==> src/rtl/wordle_guess_eval_if.sv <==
// Guess-evaluation request/result bundle between the entry FSM and the tile renderer.
interface wordle_guess_eval_if;
   logic        start;
   logic        new_game;
   logic [24:0] guess;
   logic [24:0] target;
   logic        busy;
   logic        done;
   logic [9:0]  colors;
   logic        win;
   logic        lose;
   logic [2:0]  guess_cnt;
   logic        over;

   modport master (
      output start, new_game, guess, target,
      input  busy, done, colors, win, lose, guess_cnt, over
   );

   modport slave (
      input  start, new_game, guess, target,
      output busy, done, colors, win, lose, guess_cnt, over
   );
endinterface

==> src/rtl/wordle_guess_eval.sv <==
// Scores one 5-letter guess in two serial passes (green, then yellow with
// duplicate accounting) and tracks win/lose progress across a game.
module wordle_guess_eval #(
   parameter int unsigned MAX_GUESSES = 6
) (
   input logic               Clk,
   input logic               reset,
   wordle_guess_eval_if.slave bus
);
   typedef enum logic [2:0] {IDLE, GREEN, YELLOW, DONE, OVER} state_t;

   state_t      state;
   logic [24:0] g_q;
   logic [24:0] t_q;
   logic [4:0]  used;
   logic [2:0]  idx;
   logic [9:0]  colors_q;
   logic        busy_q;
   logic        done_q;
   logic        win_q;
   logic        lose_q;
   logic        over_q;
   logic [2:0]  cnt_q;

   logic [4:0]  g_cur;
   logic [4:0]  t_cur;
   logic [1:0]  col_cur;
   logic        hit;
   logic [2:0]  hit_j;
   logic        last;
   logic [2:0]  cnt_nxt;

   always_comb begin
      g_cur   = '0;
      t_cur   = '0;
      col_cur = '0;
      hit     = 1'b0;
      hit_j   = '0;
      for (int unsigned i = 0; i < 5; i++) begin
         if (idx == 3'(i)) begin
            g_cur   = g_q[5*i +: 5];
            t_cur   = t_q[5*i +: 5];
            col_cur = colors_q[2*i +: 2];
         end
      end
      // Scan downward so the lowest matching unused position wins.
      for (int unsigned k = 0; k < 5; k++) begin
         if (!used[4-k] && t_q[5*(4-k) +: 5] == g_cur) begin
            hit   = 1'b1;
            hit_j = 3'(4 - k);
         end
      end
      last    = (idx == 3'd4);
      cnt_nxt = cnt_q + 3'd1;
   end

   always_ff @(posedge Clk) begin
      if (reset) begin
         state    <= IDLE;
         g_q      <= '0;
         t_q      <= '0;
         used     <= '0;
         idx      <= '0;
         colors_q <= '0;
         busy_q   <= 1'b0;
         done_q   <= 1'b0;
         win_q    <= 1'b0;
         lose_q   <= 1'b0;
         over_q   <= 1'b0;
         cnt_q    <= '0;
      end else begin
         done_q <= 1'b0;
         case (state)
            IDLE: begin
               if (bus.new_game) begin
                  cnt_q    <= '0;
                  win_q    <= 1'b0;
                  lose_q   <= 1'b0;
                  colors_q <= '0;
               end else if (bus.start) begin
                  g_q      <= bus.guess;
                  t_q      <= bus.target;
                  colors_q <= '0;
                  used     <= '0;
                  idx      <= '0;
                  busy_q   <= 1'b1;
                  state    <= GREEN;
               end
            end
            GREEN: begin
               if (g_cur == t_cur) begin
                  for (int unsigned i = 0; i < 5; i++)
                     if (idx == 3'(i)) colors_q[2*i +: 2] <= 2'b10;
                  used[idx] <= 1'b1;
               end
               if (last) begin
                  idx   <= '0;
                  state <= YELLOW;
               end else begin
                  idx <= idx + 3'd1;
               end
            end
            YELLOW: begin
               if (col_cur != 2'b10 && hit) begin
                  for (int unsigned i = 0; i < 5; i++)
                     if (idx == 3'(i)) colors_q[2*i +: 2] <= 2'b01;
                  used[hit_j] <= 1'b1;
               end
               if (last) begin
                  idx    <= '0;
                  busy_q <= 1'b0;
                  done_q <= 1'b1;
                  state  <= DONE;
               end else begin
                  idx <= idx + 3'd1;
               end
            end
            DONE: begin
               cnt_q <= cnt_nxt;
               if (colors_q == 10'h2AA) begin
                  win_q  <= 1'b1;
                  over_q <= 1'b1;
                  state  <= OVER;
               end else if (cnt_nxt == 3'(MAX_GUESSES)) begin
                  lose_q <= 1'b1;
                  over_q <= 1'b1;
                  state  <= OVER;
               end else if (bus.start) begin
                  // Accepting here gives back-to-back issue at the edge after done.
                  g_q      <= bus.guess;
                  t_q      <= bus.target;
                  colors_q <= '0;
                  used     <= '0;
                  idx      <= '0;
                  busy_q   <= 1'b1;
                  state    <= GREEN;
               end else begin
                  state <= IDLE;
               end
            end
            OVER: begin
               if (bus.new_game) begin
                  cnt_q    <= '0;
                  win_q    <= 1'b0;
                  lose_q   <= 1'b0;
                  over_q   <= 1'b0;
                  colors_q <= '0;
                  state    <= IDLE;
               end
            end
            default: state <= IDLE;
         endcase
      end
   end

   assign bus.busy      = busy_q;
   assign bus.done      = done_q;
   assign bus.colors    = colors_q;
   assign bus.win       = win_q;
   assign bus.lose      = lose_q;
   assign bus.guess_cnt = cnt_q;
   assign bus.over      = over_q;
endmodule

==> src/flat_wrapper.sv <==
// flat-port wrapper written by rule: the top's interface ports become plain ports
module wordle_guess_eval_flat 
#(
   parameter int unsigned MAX_GUESSES = 6
)
  (Clk, reset, bus_start, bus_new_game, bus_guess, bus_target, bus_busy, bus_done, bus_colors, bus_win, bus_lose, bus_guess_cnt, bus_over);
  wordle_guess_eval_if bus_i ();
  input logic Clk;
  input logic reset;
  input wire logic [$bits(bus_i.start)-1:0] bus_start;
  input wire logic [$bits(bus_i.new_game)-1:0] bus_new_game;
  input wire logic [$bits(bus_i.guess)-1:0] bus_guess;
  input wire logic [$bits(bus_i.target)-1:0] bus_target;
  output wire logic [$bits(bus_i.busy)-1:0] bus_busy;
  output wire logic [$bits(bus_i.done)-1:0] bus_done;
  output wire logic [$bits(bus_i.colors)-1:0] bus_colors;
  output wire logic [$bits(bus_i.win)-1:0] bus_win;
  output wire logic [$bits(bus_i.lose)-1:0] bus_lose;
  output wire logic [$bits(bus_i.guess_cnt)-1:0] bus_guess_cnt;
  output wire logic [$bits(bus_i.over)-1:0] bus_over;
  assign bus_i.start = bus_start;
  assign bus_i.new_game = bus_new_game;
  assign bus_i.guess = bus_guess;
  assign bus_i.target = bus_target;
  assign bus_busy = bus_i.busy;
  assign bus_done = bus_i.done;
  assign bus_colors = bus_i.colors;
  assign bus_win = bus_i.win;
  assign bus_lose = bus_i.lose;
  assign bus_guess_cnt = bus_i.guess_cnt;
  assign bus_over = bus_i.over;
  wordle_guess_eval #(.MAX_GUESSES(MAX_GUESSES)) u_core (.Clk(Clk), .reset(reset), .bus(bus_i));
endmodule
==> config.mk <==
export PLATFORM = sky130hd
export DESIGN_NAME = wordle_guess_eval_flat
export DESIGN_NICKNAME = d
export VERILOG_FILES = /design/src/rtl/wordle_guess_eval_if.sv /design/src/rtl/wordle_guess_eval.sv /design/src/flat_wrapper.sv
export SDC_FILE = /design/constraint.sdc
export NUM_CORES = 1
export LEC_CHECK = 0
export BUFFER_PORTS_ARGS = -buffer_cell sky130_fd_sc_hd__buf_2
export CAP_MARGIN = 10
export CELL_PAD_IN_SITES_DETAIL_PLACEMENT = 1
export CELL_PAD_IN_SITES_GLOBAL_PLACEMENT = 1
export CORE_MARGIN = 3
export CORE_UTILIZATION = 40
export DETAILED_ROUTE_END_ITERATION = 8
export PLACE_DENSITY_LB_ADDON = 0.1
export SLEW_MARGIN = 20
export SYNTH_ARGS = -nofsm -noshare
export SYNTH_HDL_FRONTEND = slang
export SYNTH_SLANG_ARGS = --single-unit
==> constraint.sdc <==
create_clock -name Clk -period 10.4 [get_ports Clk]
set_clock_uncertainty 0.1 [all_clocks]
set_input_delay 1.04 -clock Clk [delete_from_list [all_inputs] [get_ports Clk]]
set_output_delay 1.04 -clock Clk [all_outputs]
set_load 0.01 [all_outputs]
==> impl_summary.txt <==
----------------------------------------------------
[Power and ir drop]
  Worst supply voltage drop on vdd ... 0.000113 V
  Total power per unit cell area ... 152 nW/um2
  Leakage component of the power ... 1.95 nW
  Post-route total power ... 0.787 mW

[Timing]
  Final worst path period share ... 43.8%
  Final hold violation count ... 0
  Total negative slack for setup checks ... 0 ns
  Final setup violation count ... 0
  RSZ-0062 raised after global routing ... no
  Max transition margin ... 29.4%
  Max Transition Viols Final ... 0
  Achievable Freq ... ~0.22 GHz
  Crit path time final ... 4.56 ns
  Least-Margin Pin Slew ... 1.06 ns

[Layout]
  Fill cell instance count of the final layout ... roughly 1,400
  Layout net count ... 695
  Share of layout cells above drive strength 1 ... 16.1%
  Area overhead of the layout relative to synthesis ... 15.0%
  Fin util ... 47.4%
  Area used by multi-input combinational logic ... 2660 um2
  Antenna diode count ... 0
  Sequential cell area in the final layout ... 1580 um2

[Clocking]
  Clock Root Buffer ... sky130_fd_sc_hd__clkbuf_16
  Worst-Skew Late Latency ... 0.34 ns
  Clk pin slew, worst setup/hold paths ... 0.06 ns
  Maximum level of the CTS H-tree ... 3
  Number of clock sinks seen by CTS ... 79
  Number of buffers added for setup after CTS ... 0
  Number of buffers created by CTS ... 9
  Post-CTS Resized ... 0
  CTS tree ... built
  Clock Tree Buf Depth ... 2
  # hold bufs at CTS ... 0

[Logic synthesis]
  Yosys synthesis warning count ... 0
  Mux share of post-synthesis cell area ... 0.444%
  Synthesized area divided by synthesized cell count ... 7.60 um2
  Synthesized instance count ... 593
  Post-synthesis instance area ... 4510 um2
  Dominant cell by count in the synthesized netlist ... sky130_fd_sc_hd__nand2_1
  Share of the synthesized area in the top cell type ... between 30% and 40%
  Primary FF master, synth ... sky130_fd_sc_hd__dfxtp_1
  Main combinational cell family by area after synthesis ... simple AND/OR/NAND/NOR gates
  Synth Area in Adders ... 1.94%
  Compound-cell area share of the yosys netlist ... 26.8%
  EDFF count, synth ... 0
  Fraction of registers with async set/reset ... 0%
  Cell types occupying the most area after synthesis ... sky130_fd_sc_hd__dfxtp_1 35%, sky130_fd_sc_hd__nand2_1 10%, sky130_fd_sc_hd__a21oi_1 9.3%
  Synthesized flop and latch total ... 79
  Simple-Gate Fraction of Synth Area ... 26.8%
  Number of different library cells in the post-synthesis netlist ... 64
  Register area share after synthesis ... 35.1%
  Share of the synthesized netlist area taken by xor and xnor gates ... 2.91%
  Synthesized net count ... between 600 and 700
  List of most frequent post-synthesis cells ... 121 x sky130_fd_sc_hd__nand2_1, 84 x sky130_fd_sc_hd__a21oi_1, 79 x sky130_fd_sc_hd__dfxtp_1
  Library cell with the largest summed area after synthesis ... sky130_fd_sc_hd__dfxtp_1

[Global route]
  Overflow left after global routing ... 0
  Overall track demand over capacity in global routing ... 23.2%
  Number of antenna violations at the first check in global routing ... 0
  Pin count of the biggest net entering global routing ... 78
  Via count of the first global-routing pass ... 4,542
  Wire length of the first global-routing pass ... 23,600 um

[Worst hold path]
  Type of the most critical hold path ... reg2reg
  Hold path cells ... 2

[Floorplanning]
  Number of cell rows ... 38
  Floorplan die area ... between 10,000 and 15,000 um2
  Initial standard-cell utilization of the core ... 41.2%
  Core area ... around 11,000 um2
  Die height ... 112 um
  Horizontal extent of the die ... around 110 um
  Number of top-level pins ... 72

[Route]
  Vias/cell ... roughly 6
  Number of iterations in the first detailed-routing pass ... 5
  Overall via count from detail_route ... 4,556
  Routed wire length per instance ... 18.4 um
  Residual antenna-violating net count after detailed routing ... 0
  Number of design rule violations left after detail routing ... 0
  Detailed router's first-iteration violation count ... 304
  Detailed Route WL ... 14,300 um

[Placed design]
  Detailed placer's ending HPWL ... a little over 10,000 um
  Number of buffers added on ports ... 71
  Placer Congestion ... 0.887

[Worst setup path]
  Nature of the critical path endpoint ... flip-flop
  Worst Reg2Reg Path Length in Cells ... 10
  Crit path arrival time ... 4.67 ns
  Kind of launch point of the worst setup path ... flip-flop
  Worst Path Required ... 10.51 ns
  Highest fanout seen on the critical path ... 18
  Worst setup path class ... reg2reg

[Flow run]
  Max capacitance violation total ... 0

[Run status]
  Outcome ... complete, no violations

----------------------------------------------------
## critical path, cell delays in order (launching register included)
cell                       delay (ns)
sky130_fd_sc_hd__dfxtp_1         0.68
sky130_fd_sc_hd__inv_1           0.09
sky130_fd_sc_hd__ha_1            0.46
sky130_fd_sc_hd__or2_1           0.56
sky130_fd_sc_hd__a221oi_2        0.75
sky130_fd_sc_hd__o21ai_0         0.21
sky130_fd_sc_hd__a211o_1         0.30
sky130_fd_sc_hd__nor4_1          0.57
sky130_fd_sc_hd__nor4_2          0.14
sky130_fd_sc_hd__a21oi_1         0.38
sky130_fd_sc_hd__o211ai_1        0.17
## flip-flops by register name (all words and copies together), names as in the netlist
name / flops
u_core.bus.win: 1
u_core.used: 5
u_core.bus.over: 1
u_core.bus.lose: 1
u_core.t_q: 25
u_core.bus.busy: 1
u_core.bus.done: 1
u_core.state: 3
u_core.bus.guess_cnt: 3
u_core.idx: 3
u_core.g_q: 25
u_core.bus.colors: 10
## worst paths after layout
kind | start | endpoint | slack, ns
max | u_core.idx[2] | u_core.bus.colors[0] | 5.84
min | u_core.g_q[0] | u_core.g_q[0] | 0.36
max reg2reg | u_core.idx[2] | u_core.bus.colors[0] | 5.84
min reg2reg | u_core.g_q[0] | u_core.g_q[0] | 0.36
## cell families after synthesis
| group | after synthesis |
|---|---|
| AOI/OAI and AO/OA | 178 |
| muxes | 2 |
| buffers and inverters | 62 |
| xor gates and xnor gates | 15 |
| and+or+nand+nor | 250 |
| DFF | 79 |
| adders and majority gates | 7 |
## layout make-up
cell class | count | share of cell area [%]
tap | 140 | 3.38
sequential | 79 | 30.5
clock inverter | 3 | 1.25
clock buffer | 13 | 5.02
multi-input combinational | 452 | 51.3
inverter | 18 | 1.30
timing repair buffer | 74 | 7.29
## metal layers
metal	global-route usage (%)	vias to the layer above	wire length [um]	part of all wire, %
met3	4.04	24	730	5.1
met5	0	-	0	0
met4	8.49	0	296	2.1
met1	32.8	2209	7000	49
li1	-	2190	-	-
met2	35.3	133	6320	44
## power breakdown
part / total, mW / switching (mW) / internal (mW) / leakage [nW]
registers: 0.327 / 0.0129 / 0.314 / 0.642
clock network: 0.347 / 0.124 / 0.223 / 0.160
logic: 0.113 / 0.0691 / 0.0443 / 1.15
total: 0.787 / 0.206 / 0.582 / 1.95
## per-stage QoR
step                      cells  worst slack [ns]  cell area (um2)  hold slack [ns]
final                       779              5.84             5180            0.357
after global routing        779              5.50             5180            0.377
after CTS                   779              5.78             5180            0.359
after detailed placement    763              5.86             4860            0.351
after global placement      763              6.14             4860            0.349
after floorplan             593              7.05             4510            0.332
## layout by cell type (no fill, tap or decap), types with 4 or more instances in the layout
cell and n:
sky130_fd_sc_hd__or3_1 5, sky130_fd_sc_hd__nand3b_1 12, sky130_fd_sc_hd__ha_1 7, sky130_fd_sc_hd__a31oi_1 7, sky130_fd_sc_hd__a32o_1 6, sky130_fd_sc_hd__and2_1 4
sky130_fd_sc_hd__nor2_1 35, sky130_fd_sc_hd__a221oi_1 5, sky130_fd_sc_hd__o211ai_1 9, sky130_fd_sc_hd__nor4_1 4, sky130_fd_sc_hd__a21oi_1 84, sky130_fd_sc_hd__xor2_1 6
sky130_fd_sc_hd__and3_1 5, sky130_fd_sc_hd__nand4_1 4, sky130_fd_sc_hd__clkbuf_16 9, sky130_fd_sc_hd__buf_2 71, sky130_fd_sc_hd__a22oi_1 4, sky130_fd_sc_hd__nand2_1 121
sky130_fd_sc_hd__a221o_1 7, sky130_fd_sc_hd__o31ai_1 4, sky130_fd_sc_hd__inv_1 18, sky130_fd_sc_hd__dfxtp_1 79, sky130_fd_sc_hd__nand3_1 7, sky130_fd_sc_hd__o21ai_0 17
sky130_fd_sc_hd__nor2b_1 14, sky130_fd_sc_hd__nand2b_1 8, sky130_fd_sc_hd__xnor2_1 9, sky130_fd_sc_hd__nor3_1 13
No activity file was read; power rests on OpenSTA's default activity.
